### config.mk
export PLATFORM = sky130hd
export DESIGN_NAME = ctrl_pipe_dew
export DESIGN_NICKNAME = d
export VERILOG_FILES = /design/src/rtl/ctrl_pipe_dew.sv
export SDC_FILE = /design/constraint.sdc
export NUM_CORES = 1
export LEC_CHECK = 0
export CAP_MARGIN = 20
export CORE_MARGIN = 2
export CORE_UTILIZATION = 45
export DETAILED_ROUTE_END_ITERATION = 7
export HOLD_SLACK_MARGIN = 0.06
export PLACE_DENSITY = 0.81
export SETUP_SLACK_MARGIN = 0.4
export SKIP_LAST_GASP = 1
export SLEW_MARGIN = 20
export SYNTH_ARGS = -nofsm -noshare
export SYNTH_HDL_FRONTEND = slang
export SYNTH_SLANG_ARGS = --single-unit
### constraint.sdc
create_clock -name clk -period 2.8 [get_ports clk]
set_input_delay 0.7 -clock clk [delete_from_list [all_inputs] [get_ports clk]]
set_output_delay 0.7 -clock clk [all_outputs]
set_load 0.1 [all_outputs]
### src/rtl/ctrl_pipe_dew.sv
// Decoded-control pipeline for the 5-stage RV32I core: D->E->M->W registers with
// per-stage valid bits, E-stage branch/jump resolution and a W-stage retire counter.
module ctrl_pipe_dew #(
  parameter int CNT_W = 32
) (
  input  logic             clk,
  input  logic             rst,
  input  logic             ValidD,
  input  logic             FlushE,
  input  logic [1:0]       ResultSrcD,
  input  logic             MemWriteD,
  input  logic [2:0]       ALUControlD,
  input  logic             ALUSrcD,
  input  logic             RegWriteD,
  input  logic [1:0]       BranchD,
  input  logic             JumpD,
  input  logic             sel_adderD,
  input  logic [4:0]       Rs1D,
  input  logic [4:0]       Rs2D,
  input  logic [4:0]       RdD,
  input  logic             ZeroE,
  output logic [2:0]       ALUControlE,
  output logic [1:0]       ResultSrcE,
  output logic             ALUSrcE,
  output logic             sel_adderE,
  output logic [4:0]       Rs1E,
  output logic [4:0]       Rs2E,
  output logic [4:0]       RdE,
  output logic             PCSrcE,
  output logic             RegWriteM,
  output logic             MemWriteM,
  output logic [1:0]       ResultSrcM,
  output logic [4:0]       RdM,
  output logic             RegWriteW,
  output logic [1:0]       ResultSrcW,
  output logic [4:0]       RdW,
  output logic             ValidE,
  output logic             ValidM,
  output logic             ValidW,
  output logic [CNT_W-1:0] InstRet
);

  logic       RegWriteE;
  logic       MemWriteE;
  logic       JumpE;
  logic [1:0] BranchE;

  // Reset and flush both leave E as a full bubble, so they share one branch.
  always_ff @(posedge clk) begin
    if (rst || FlushE) begin
      ValidE      <= 1'b0;
      RegWriteE   <= 1'b0;
      MemWriteE   <= 1'b0;
      BranchE     <= 2'b00;
      JumpE       <= 1'b0;
      ResultSrcE  <= 2'b00;
      ALUControlE <= 3'b000;
      ALUSrcE     <= 1'b0;
      sel_adderE  <= 1'b0;
      Rs1E        <= 5'd0;
      Rs2E        <= 5'd0;
      RdE         <= 5'd0;
    end else begin
      ValidE      <= ValidD;
      RegWriteE   <= RegWriteD & ValidD;
      MemWriteE   <= MemWriteD & ValidD;
      BranchE     <= ValidD ? BranchD : 2'b00;
      JumpE       <= JumpD & ValidD;
      ResultSrcE  <= ResultSrcD;
      ALUControlE <= ALUControlD;
      ALUSrcE     <= ALUSrcD;
      sel_adderE  <= sel_adderD;
      Rs1E        <= Rs1D;
      Rs2E        <= Rs2D;
      RdE         <= RdD;
    end
  end

  assign PCSrcE = ValidE & (JumpE | ((BranchE == 2'b01) & ZeroE) |
                            ((BranchE == 2'b10) & ~ZeroE));

  always_ff @(posedge clk) begin
    if (rst) begin
      ValidM     <= 1'b0;
      RegWriteM  <= 1'b0;
      MemWriteM  <= 1'b0;
      ResultSrcM <= 2'b00;
      RdM        <= 5'd0;
    end else begin
      ValidM     <= ValidE;
      RegWriteM  <= RegWriteE;
      MemWriteM  <= MemWriteE;
      ResultSrcM <= ResultSrcE;
      RdM        <= RdE;
    end
  end

  always_ff @(posedge clk) begin
    if (rst) begin
      ValidW     <= 1'b0;
      RegWriteW  <= 1'b0;
      ResultSrcW <= 2'b00;
      RdW        <= 5'd0;
    end else begin
      ValidW     <= ValidM;
      RegWriteW  <= RegWriteM;
      ResultSrcW <= ResultSrcM;
      RdW        <= RdM;
    end
  end

  always_ff @(posedge clk) begin
    if (rst) begin
      InstRet <= '0;
    end else if (ValidW) begin
      InstRet <= InstRet + CNT_W'(1);
    end
  end

endmodule

==> impl_metrics.tcl, run 1 <==
set metrics [dict create \
    path_cells "dlygate4sd2_1 > nor2_1 > nand2_1 > o21ai_0 > o21a_2 > buf_12" \
    critPathLaunchType "input port" \
    slew_headroom_pct 63.72 \
    gr-max-usage-layer "met2" \
    n_antenna_cell 0 \
    grt_overflow 0 \
    ys.flop_type "dfxtp_1" \
    antenna_found_initial 0 \
    synth_edf_count 0 \
    required_ns 2.10 \
    vias_per_cell 5.073 \
    fmax_ghz 0.4557 \
    drt_iter0_drc 144 \
    combPwrFrac_pct 11.5 \
    clk_latency_ns 0.35 \
    path_max_fanout 2 \
    grt_max_degree 56 \
    routedWlPerCell_um 13.05 \
    drc_errors 0 \
    routed_wl_mm 6.227 \
    grt.total_usage_pct 18.42 \
    synth_most_common_cell "dfxtp_1" \
    area_delta_synth_final_pct 39.80 \
    cp.arrival_ns 1.49 \
    dr.pass1.iters 6 \
    hold_buffers 0 \
    rsz0062_at_grt "false" \
    finalSetupTns_ns 0 \
    port_buffers 106 \
    ys_warn_count 0 \
    place_ws_ns 0.3836 \
    hp-class "flop to flop" \
    synth_cell_types 33 \
    globalplace.congestion 0.7904 \
    grt_pass1_wl_mm 10.52 \
    yosysTopAreaCellShare_pct 55.34 \
    ant_nets 0 \
    slowest_stage "dlygate4sd2_1" \
    min_period_ns 2.194 \
    avgSynthCellArea_um2 9.957 \
    ios 107 \
    synth-async-reset-ratio_pct 0 \
    setup_viol 0 \
    ir_drop_uv 350.1 \
    core-area_mm2 0.006241 \
    ctsRootBufferMaster "clkbuf_8" \
    synthCells 287 \
    clock_sinks 79 \
    clk_path_buf_depth 2 \
    nets 428 \
    vias 2420 \
    fp.dieH_um 83.69 \
    place_hpwl_mm 4.409 \
    p_per_area_mw_per_mm2 543.8 \
    grt_pass1_vias 2311 \
    use_met1_pct 21.63 \
    swShare_pct 28.73 \
    die_w_um 83.69 \
    endpoint_kind "output port" \
    yosysSeqAreaShare_pct 55.34 \
    drive_gt1_share_pct 28.75 \
    use_met3_pct 8.111 \
    slowest_delay_ns 0.24 \
    fin_worst_skew_ns 0.009711 \
    cts_buffers 9 \
    synth_seq_cells 79 \
    setup_slack_ns 0.6056 \
    finalHoldViolations 0 \
    p_leak_nw 1.656 \
    switchingPower_mw 0.6242 \
    start_util_pct 45.79 \
    criticalPathCategory "input port to output port" \
    synth_area_mm2 0.002858 \
    drv_cap 0 \
    htree_levels 3 \
    cts_tree "yes" \
    final-max-slew-violation-count 0 \
    status "completed" \
    die-area_mm2 0.007004 \
    p_seq_share_pct 53.0 \
    synthTopCellsByArea "dfxtp_1 55%, and2_1 5.5%, nor2b_1 5.0%" \
    synth_top_area_cell "dfxtp_1" \
    synth_nets 320 \
    worst_slew_pin_slew_ns 0.5442 \
    synthTopCellsByCount "79 x dfxtp_1, 25 x and2_1, 23 x nor2b_1" \
    internal_power_mw 1.548 \
    num_rows 29 \
    use_met2_pct 29.16 \
    clkTransAtPathRegs_ns 0.08 \
    clkPwrFrac_pct 35.5 \
    post-route-period-util_pct 78.37 \
]
==> flip-flops by register name (all words and copies together) (netlist names), 2 cells and up <==
register	flops
ALUControlE	3
BranchE	2
InstRet	32
RdE	5
RdM	5
RdW	5
ResultSrcE	2
ResultSrcM	2
ResultSrcW	2
Rs1E	5
Rs2E	5
==> per-layer routing <==
metal / wire [um] / vias up
li1: - / 1217
met1: 2615 / 1107
met2: 2845 / 86
met3: 647 / 10
met4: 119 / 0
met5: 0 / -
==> placed cells by master, fill, tap and decap left out <==
master	n
inv_6	2
and2_1	25
xnor2_1	6
and4_4	1
dlygate4sd2_1	1
nand4_4	1
o21ai_0	8
nor2b_1	23
or3_2	1
nand4_2	2
mux2i_1	1
a21oi_1	16
and3_1	10
buf_4	77
clkinv_2	1
dfxtp_1	70
xor2_1	5
buf_12	1
or4_4	1
o31ai_1	9
or3_1	5
buf_2	1
nor2_1	18
nor4_1	7
clkinvlp_4	1
dfxtp_2	9
or4_1	9
clkinv_4	3
nand2_1	14
mux2_2	4
inv_1	4
ha_1	1
nand3b_1	1
clkbuf_8	9
o21a_2	1
nand3_1	8
nand4_1	10
nor3_1	2
clkdlybuf4s50_1	29
and4_1	3
==> cell families (layout without fill, tap and decap cells) <==
family,after synthesis,in the layout,synth area share [%]
buffers and inverters,16,129,2.408
AOI/OAI and AO/OA,34,34,6.830
DFF,79,79,55.34
muxes,5,5,1.926
xor gates and xnor gates,11,11,3.371
adders and majority gates,1,1,0.4378
and+or+nand+nor,141,141,29.68
==> final timing paths <==
check	startpoint	endpoint	slack (ns)	depth (start not counted)
min	MemWriteE	MemWriteM	0.44	1
max reg2reg	InstRet[15]	InstRet[31]	0.89	4
min reg2reg	MemWriteE	MemWriteM	0.44	1
max	ZeroE	PCSrcE	0.61	6
==> power groups by stage <==
| stage | clock (mW) | sequential, mW | combinational, mW |
|---|---|---|---|
| CTS | 0.783 | 1.15 | 0.251 |
| floorplan | 0 | 1.32 | 0.0314 |
| detailed placement | 0 | 1.18 | 0.252 |
| global route | 0.835 | 1.16 | 0.260 |
| global placement | 0 | 1.18 | 0.250 |
| finish | 0.771 | 1.15 | 0.249 |
==> area by class of cell <==
| class | instances | area, um2 |
|---|---|---|
| Tap cell | 77 | 96.34 |
| Fill cell | 528 | 2246 |
| Inverter | 4 | 15.01 |
| Sequential cell | 79 | 1593 |
| Timing Repair Buffer | 109 | 902.1 |
| Clock buffer | 9 | 123.9 |
| Clock inverter | 7 | 56.30 |
| Multi-Input combinational cell | 192 | 1209 |
==> worst max-delay path: cells and delay by family <==
family | cells | cell delay (ns)
and+or+nand+nor | 2 | 0.15
AOI/OAI and AO/OA | 2 | 0.24
buffers and inverters | 2 | 0.41
==> stage by stage <==
step           power (mW)  util (%)  cell area [um2]  instances  hold slack [ns]
2_1_floorplan       1.348         -             2870        287           0.4138
3_3_place_gp        1.428     61.15             3816        461           0.4227
3_5_place_dp        1.430     61.15             3816        461           0.4412
4_1_cts             2.186     64.01             3995        477           0.4487
5_1_grt             2.251     64.01             3995        477           0.4695
6_report            2.173     64.01             3995        477           0.4434
==> what timing repair did <==
item	CTS	global route
endpoints found under the setup margin	1	0
setup buffers	0	0
gates resized for setup	1	0
Power figures use the tool's default switching activity.
==> inputs of run 2 (changes only) <==
--- a/config.mk
+++ b/config.mk
@@ -7,10 +7,10 @@
 export LEC_CHECK = 0
 export CAP_MARGIN = 20
 export CORE_MARGIN = 2
-export CORE_UTILIZATION = 45
+export CORE_UTILIZATION = 39
 export DETAILED_ROUTE_END_ITERATION = 7
 export HOLD_SLACK_MARGIN = 0.06
-export PLACE_DENSITY = 0.81
+export PLACE_DENSITY = 0.75
 export SETUP_SLACK_MARGIN = 0.4
 export SKIP_LAST_GASP = 1
 export SLEW_MARGIN = 20
==> constraint.sdc (replaced) <==
create_clock -name clk -period 1.8 [get_ports clk]
set_input_delay 0.45 -clock clk [delete_from_list [all_inputs] [get_ports clk]]
set_output_delay 0.45 -clock clk [all_outputs]
set_load 0.1 [all_outputs]
==> run 2 against run 1 <==
Compared with the run above: final cell count grew 20%; register-to-register slack worse by 0.82 ns; first-iteration DRC count grew 53%; clock skew up 0.0016 ns; sequential power increased by 54%; wire length is 75% higher; critical endpoint is now InstRet[16].
==> impl_metrics.tcl, run 2 (same netlist as run 1, synthesis figures left out) <==
set metrics [dict create \
    place_inst 492 \
    place_hpwl_mm 5.591 \
    combPwrFrac_pct 13.7 \
    min_period_ns 1.725 \
    critPathLaunchType "flop" \
    routedWlPerCell_um 19.05 \
    ff2ff_path_depth 6 \
    grt_pass1_wl_mm 15.00 \
    htree_levels 3 \
    ios 107 \
    setup_viol 0 \
    routed_wl_mm 10.92 \
    grt_pass1_vias 2910 \
    largest-register "InstRet" \
    vias_per_cell 5.354 \
    die-area_mm2 0.008028 \
    fill_cells 306 \
    clock_sinks 79 \
    slew_headroom_pct 54.98 \
    switchingPower_mw 1.053 \
    r2r_slack_ns 0.07 \
    p_per_area_mw_per_mm2 570.8 \
    grt.total_usage_pct 25.05 \
    p_seq_share_pct 50.2 \
    ctsRootBufferMaster "clkbuf_8" \
    largest_reg_flops 32 \
    hp-class "flop to flop" \
    final-max-slew-violation-count 0 \
    required_ns 2.09 \
    clkPwrFrac_pct 36.1 \
    globalplace.congestion 0.8205 \
    nets 502 \
    hold_buffers 0 \
    drt_iter0_drc 221 \
    path_max_fanout 4 \
    drc_errors 0 \
    cts_buffers 9 \
    vias 3068 \
    core-area_mm2 0.007176 \
    rr_startpoint "InstRet[6]" \
    fin_cells 573 \
    cp.arrival_ns 2.01 \
    ant_nets 0 \
    dr.pass1.iters 5 \
    hold_path_depth 1 \
    swShare_pct 29.93 \
    ir_drop_uv 611.5 \
    fp.dieH_um 89.60 \
    dpl-instance-area_mm2 0.004971 \
    num_rows 31 \
    clk_latency_ns 0.36 \
    drv_cap 0 \
    final_cell_mix "76 x buf_12, 41 x buf_4, 32 x dfxtp_4, 32 x buf_6, 29 x clkdlybuf4s50_1" \
    final_cell_area_mm2 0.006162 \
    endpoint_kind "flop" \
    grt_overflow 0 \
    area_delta_synth_final_pct 115.6 \
    cts_tree "yes" \
    drive_gt1_share_pct 60.34 \
    fin_worst_skew_ns 0.01132 \
    clkTransAtPathRegs_ns 0.09 \
    fmax_ghz 0.5796 \
    grt_max_degree 56 \
    status "completed" \
    finalHoldViolations 0 \
    p_leak_nw 2.437 \
    post-route-period-util_pct 95.85 \
    final_common_cell "buf_12" \
    clk_path_buf_depth 2 \
    timing.rr.end "InstRet[16]" \
    n_antenna_cell 0 \
    worst_slew_pin_slew_ns 0.6754 \
    port_buffers 106 \
    start_util_pct 39.83 \
    hp-start "RegWriteE" \
    hold_path_end "RegWriteM" \
    die_w_um 89.60 \
    criticalPathCategory "flop to flop" \
    internal_power_mw 2.465 \
    antenna_found_initial 0 \
    rsz0062_at_grt "true" \
]
[run 2: changes by cell type in the layout (fill, tap and decap cells not counted), moves of 6 or more]
cell     change
or4_1        -6
nor4_1       -6
dfxtp_2     +14
buf_4       -36
a21oi_1     -13
buf_6       +32
dfxtp_1     -46
buf_12      +75
a21oi_2     +12
dfxtp_4     +32
o31ai_1      -6
or4_4        +6
[run 2: how the worst max path moves through the flow]
stage / cells after the start / from / to / slack [ns]
after detailed placement: 3 / FlushE / RegWriteE / -0.30
after CTS: 5 / BranchE[0] / PCSrcE / 0.09
after floorplan: 6 / ValidW / InstRet[31] / -0.07
after global routing: 6 / InstRet[6] / InstRet[16] / -0.02
final: 6 / InstRet[6] / InstRet[16] / 0.07
after global placement: 3 / FlushE / RegWriteE / -0.24
[run 2: what timing repair did]
action                                 CTS  global route
buffers inserted                        45            17
gates cloned                             3             0
gates resized for setup                 51            78
endpoints found under the hold margin    0             0
setup endpoints to repair               66            97
pin swaps                               20            21
[run 2: layout make-up]
cell class	instances	area (um2)	share of cell area, %
clock buffers	9	123.9	2.010
multi-input cells	195	1609	26.11
clock inverters	7	65.06	1.056
inverters	4	15.01	0.2437
well taps	99	123.9	2.010
flip-flops and latches	79	1730	28.08
repair buffers	180	2495	40.49
[run 2: stage by stage]
stage	util, %	setup TNS, ns	total power, mW	setup WS [ns]	hold slack [ns]
final	85.88	0	3.517	0.07461	0.4649
after global routing	85.88	-0.01525	3.642	-0.01525	0.4820
after CTS	80.09	0	3.524	0.09276	0.4679
after detailed placement	69.28	-7.296	2.286	-0.2988	0.4618
after global placement	69.28	-6.248	2.277	-0.2422	0.4224
after floorplan	-	-0.1562	2.061	-0.06841	0.4138
[run 2: power by group through the flow]
stage / combinational [mW] / clock (mW) / sequential (mW)
after floorplan: 0.0510 / 0 / 2.01
after global placement: 0.468 / 0 / 1.81
after detailed placement: 0.474 / 0 / 1.81
after CTS: 0.479 / 1.28 / 1.77
after global routing: 0.500 / 1.37 / 1.77
final: 0.483 / 1.27 / 1.77
[run 2: metal layers]
layer	up-vias	global-route usage (%)	wire length [um]
met2	194	44.85	5717
met5	-	0	0
li1	1387	-	-
met3	29	11.06	1115
met4	0	8.005	257
met1	1458	26.26	3826
[run 2: critical path: stages (launching register included)]
cell     delay (ns)
dfxtp_4        0.38
and4_4         0.28
buf_6          0.11
nand4_1        0.21
buf_4          0.24
or3_1          0.32
a21oi_2        0.11
